**config.mk**
```make
export PLATFORM = sky130hd
export DESIGN_NAME = uart_sat_cnt
export DESIGN_NICKNAME = d
export VERILOG_FILES = /design/src/rtl/uart_sat_cnt.sv
export SDC_FILE = /design/constraint.sdc
export NUM_CORES = 1
export LEC_CHECK = 0
export CORE_AREA = 2 2 39 41
export DETAILED_ROUTE_END_ITERATION = 8
export DIE_AREA = 0 0 41 43
export SETUP_SLACK_MARGIN = 0.15
export SYNTH_ARGS = -nofsm -noshare
export SYNTH_HDL_FRONTEND = slang
export SYNTH_SLANG_ARGS = --single-unit
```
**constraint.sdc**
```tcl
create_clock -name CLK -period 2.95 [get_ports CLK]
set_input_delay 0.4425 -clock CLK [delete_from_list [all_inputs] [get_ports CLK]]
set_output_delay 0.4425 -clock CLK [all_outputs]
set_load 0.005 [all_outputs]
```
**src/rtl/uart_sat_cnt.sv**
```systemverilog
// Saturating up-counter with a clear that wins over the held value but still
// honours a same-cycle increment (clear + inc loads 1).
module uart_sat_cnt #(
    parameter int CNT_W = 8
) (
    input  logic             CLK,
    input  logic             RST,
    input  logic             inc,
    input  logic             clr,
    output logic [CNT_W-1:0] count
);

    logic [CNT_W-1:0] r_count;

    // NOTE: sequential state uses non-blocking assignments so every register
    // samples pre-edge values regardless of statement order.
    always_ff @(posedge CLK or negedge RST) begin
        if (!RST) begin
            r_count <= '0;
        end else if (clr) begin
            r_count <= {{(CNT_W-1){1'b0}}, inc};
        end else if (inc && (r_count != {CNT_W{1'b1}})) begin
            r_count <= r_count + 1'b1;
        end
    end

    assign count = r_count;

endmodule

```
==> metrics <==
Post-CTS Hold Fix Bufs=0; CP Class=flop to primary output; LEAKAGE=0.242 nW; syn_nets=52; Post-CTS Setup Inserts=0; top-area cell type share of the netlist area=42.3%; Setup Skew=3.94 ps; run status=completed; R2R setup slack=1440 ps; Placed Instance Area=592 um^2; clk_lat worst skew=260 ps; Crit-path slowest cell=clkdlybuf4s50_1; Crit Reg-Reg Startpoint=count[0]; vias per std cell=5.69; wire per inst=14.2 um; io pins=12; Clock Path Buffers=2; final setup fails=0; hold crit path type=input port to async pin; Routed Antenna Nets=0; CP top delay family=buffers and inverters; share of cells above drive strength 1=13.6%; Port Buffers=11; H-tree Lvls=1; All-Layer GR Usage=15.1%; DR pass1 iterations=4; Die ar.=0.00176 mm^2; most instantiated library cell after synthesis=dfrtp_1; unrepaired setup endpoints after global routing=false; Sequential Power Share=50.7%; vias=427; Core Rows=14; Initial Util=34.2%; Critical Path Source Type=flop; final hold violations=0; root buf cell=clkbuf_4; synthesized instance count=47; CTS Buf Count=3; Max Fclk=570 MHz; Synth top cells by count=8 x dfrtp_1, 5 x a21oi_1, 4 x nand2b_1; Max Cap Violations=0; critical-path cell list=clkdlybuf4s50_1; GPL Wtd Cong=0.781; WP data required=2510 ps; CTS Sinks=8; post-cts gate resize count=0; Core Region=0.00138 mm^2; Layout area overhead=29.9%; critical path arrival=1310 ps; Seq/Total Area, Yosys=42.3%; dpl cells=72; Synth area leaders=dfrtp_1 42%, a21oi_1 5.3%, nand2b_1 5.3%, a2111oi_2 3.2%, and3_1 2.6%; Clk network pwr share=37.2%; Pint=0.177 mW; Worst Path Max Fanout=10; Setup TNS Final=0 ps; Post-Layout Cell Count=75; max incr delay on CP=560 ps; Worst Setup End Kind=primary output; NetSw=0.0595 mW; final net count=66; dpl hpwl=719 um; crit path time final=1750 ps; Post-synth EDFFs=0; Iter 0 DRT Violations=11; combinational share of power=12.1%; Pins Over Slew Limit=0; initial antenna violation count=0; sw frac=25.1%; synth unique cells=27; die height=43 um; chip width=41 um; Design Area, Final=614 um^2; largest net degree at the start of global routing=12; layout filler cell count=137; diode count=0; Tcrit/Tclk final=59.5%; Seq. cell area=200 um^2; grt ovf=0; first-pass GRT wire length=1690 um; synth warn=0; relative slew slack=74.0%; cell taking the most area after synthesis=dfrtp_1; crit path launch=count[3]; Post-synth ARST share=100%; number of flip-flops in the largest register=8; CTS tree=done; worst path bufs/invs=1; PD cells=385 mW/mm^2; DRC Markers=0; vias in the first global route=397; Routed WL=1070 um; Post-Syn Area=473 um^2; maximum VDD drop=0.238 mV; Most used DFF post-synth=dfrtp_1; area of the multi-input gates=254 um^2; CTS clk-pin slew, worst paths=60 ps; Tightest Pin Transition=389 ps; count of state elements after synthesis=8; Syn Area/Cell=10.1 um^2; fin util=44.4%
-- per-layer routing --
layer	global-route usage, %	wire length [um]	vias to the layer above
met5	0	0	-
met4	8.00	8	0
met3	7.85	75	3
met2	22.5	496	22
met1	16.7	487	196
li1	-	-	206
-- metrics by stage --
stage | setup WS (ps) | power, mW | hold slack, ps
finish | 1200 | 0.237 | 469
global route | 1100 | 0.257 | 474
CTS | 1190 | 0.241 | 474
detailed placement | 1160 | 0.151 | 614
global placement | 1170 | 0.151 | 609
floorplan | 1550 | 0.133 | 147
-- area by class of cell --
class	instances	share of cell area, %
clock buffer	3	3.67
multi-input combinational	35	41.3
inverter	2	1.22
tap	16	3.26
sequential	8	32.6
timing repair buffer	11	17.9
-- logic make-up (layout without fill, tap and decap cells) --
| kind of cell | Yosys count | after routing | synth area share, % |
|---|---|---|---|
| muxes | 1 | 1 | 2.12 |
| AOI/OAI and AO/OA | 15 | 15 | 23.3 |
| buffers and inverters | 4 | 16 | 3.97 |
| and+or+nand+nor | 18 | 18 | 25.7 |
| adders and majority gates | 1 | 1 | 2.65 |
| DFF | 8 | 8 | 42.3 |
-- path summary, 6_finish.rpt --
path,endpoint,cells after the start
worst max-delay path,count[3],1
worst min-delay path,count[4],1
worst max register to register,count[5],4
worst min register to register,count[1],2
max in group asynchronous,count[1],1
min in group CLK,count[1],2
-- placed cells by master (no fill, tap or decap), types with 2 or more instances in the layout --
| master | Yosys | layout |
|---|---|---|
| nand2b_1 | 4 | 4 |
| a21oi_1 | 5 | 5 |
| or3_1 | 2 | 2 |
| o21ai_0 | 2 | 2 |
| inv_1 | 2 | 2 |
| and3_1 | 2 | 2 |
| nand2_1 | 3 | 3 |
| dfrtp_1 | 8 | 8 |
| clkbuf_4 | 0 | 3 |
| clkdlybuf4s50_1 | 0 | 11 |
-- power groups by stage --
stage | registers, mW | clock network, mW | logic (mW)
5_1_grt | 0.120 | 0.104 | 0.0326
6_report | 0.120 | 0.0881 | 0.0286
2_1_floorplan | 0.121 | 0 | 0.0119
3_5_place_dp | 0.122 | 0 | 0.0289
3_3_place_gp | 0.122 | 0 | 0.0290
4_1_cts | 0.120 | 0.0919 | 0.0292
No activity file was read; power rests on OpenSTA's default activity.
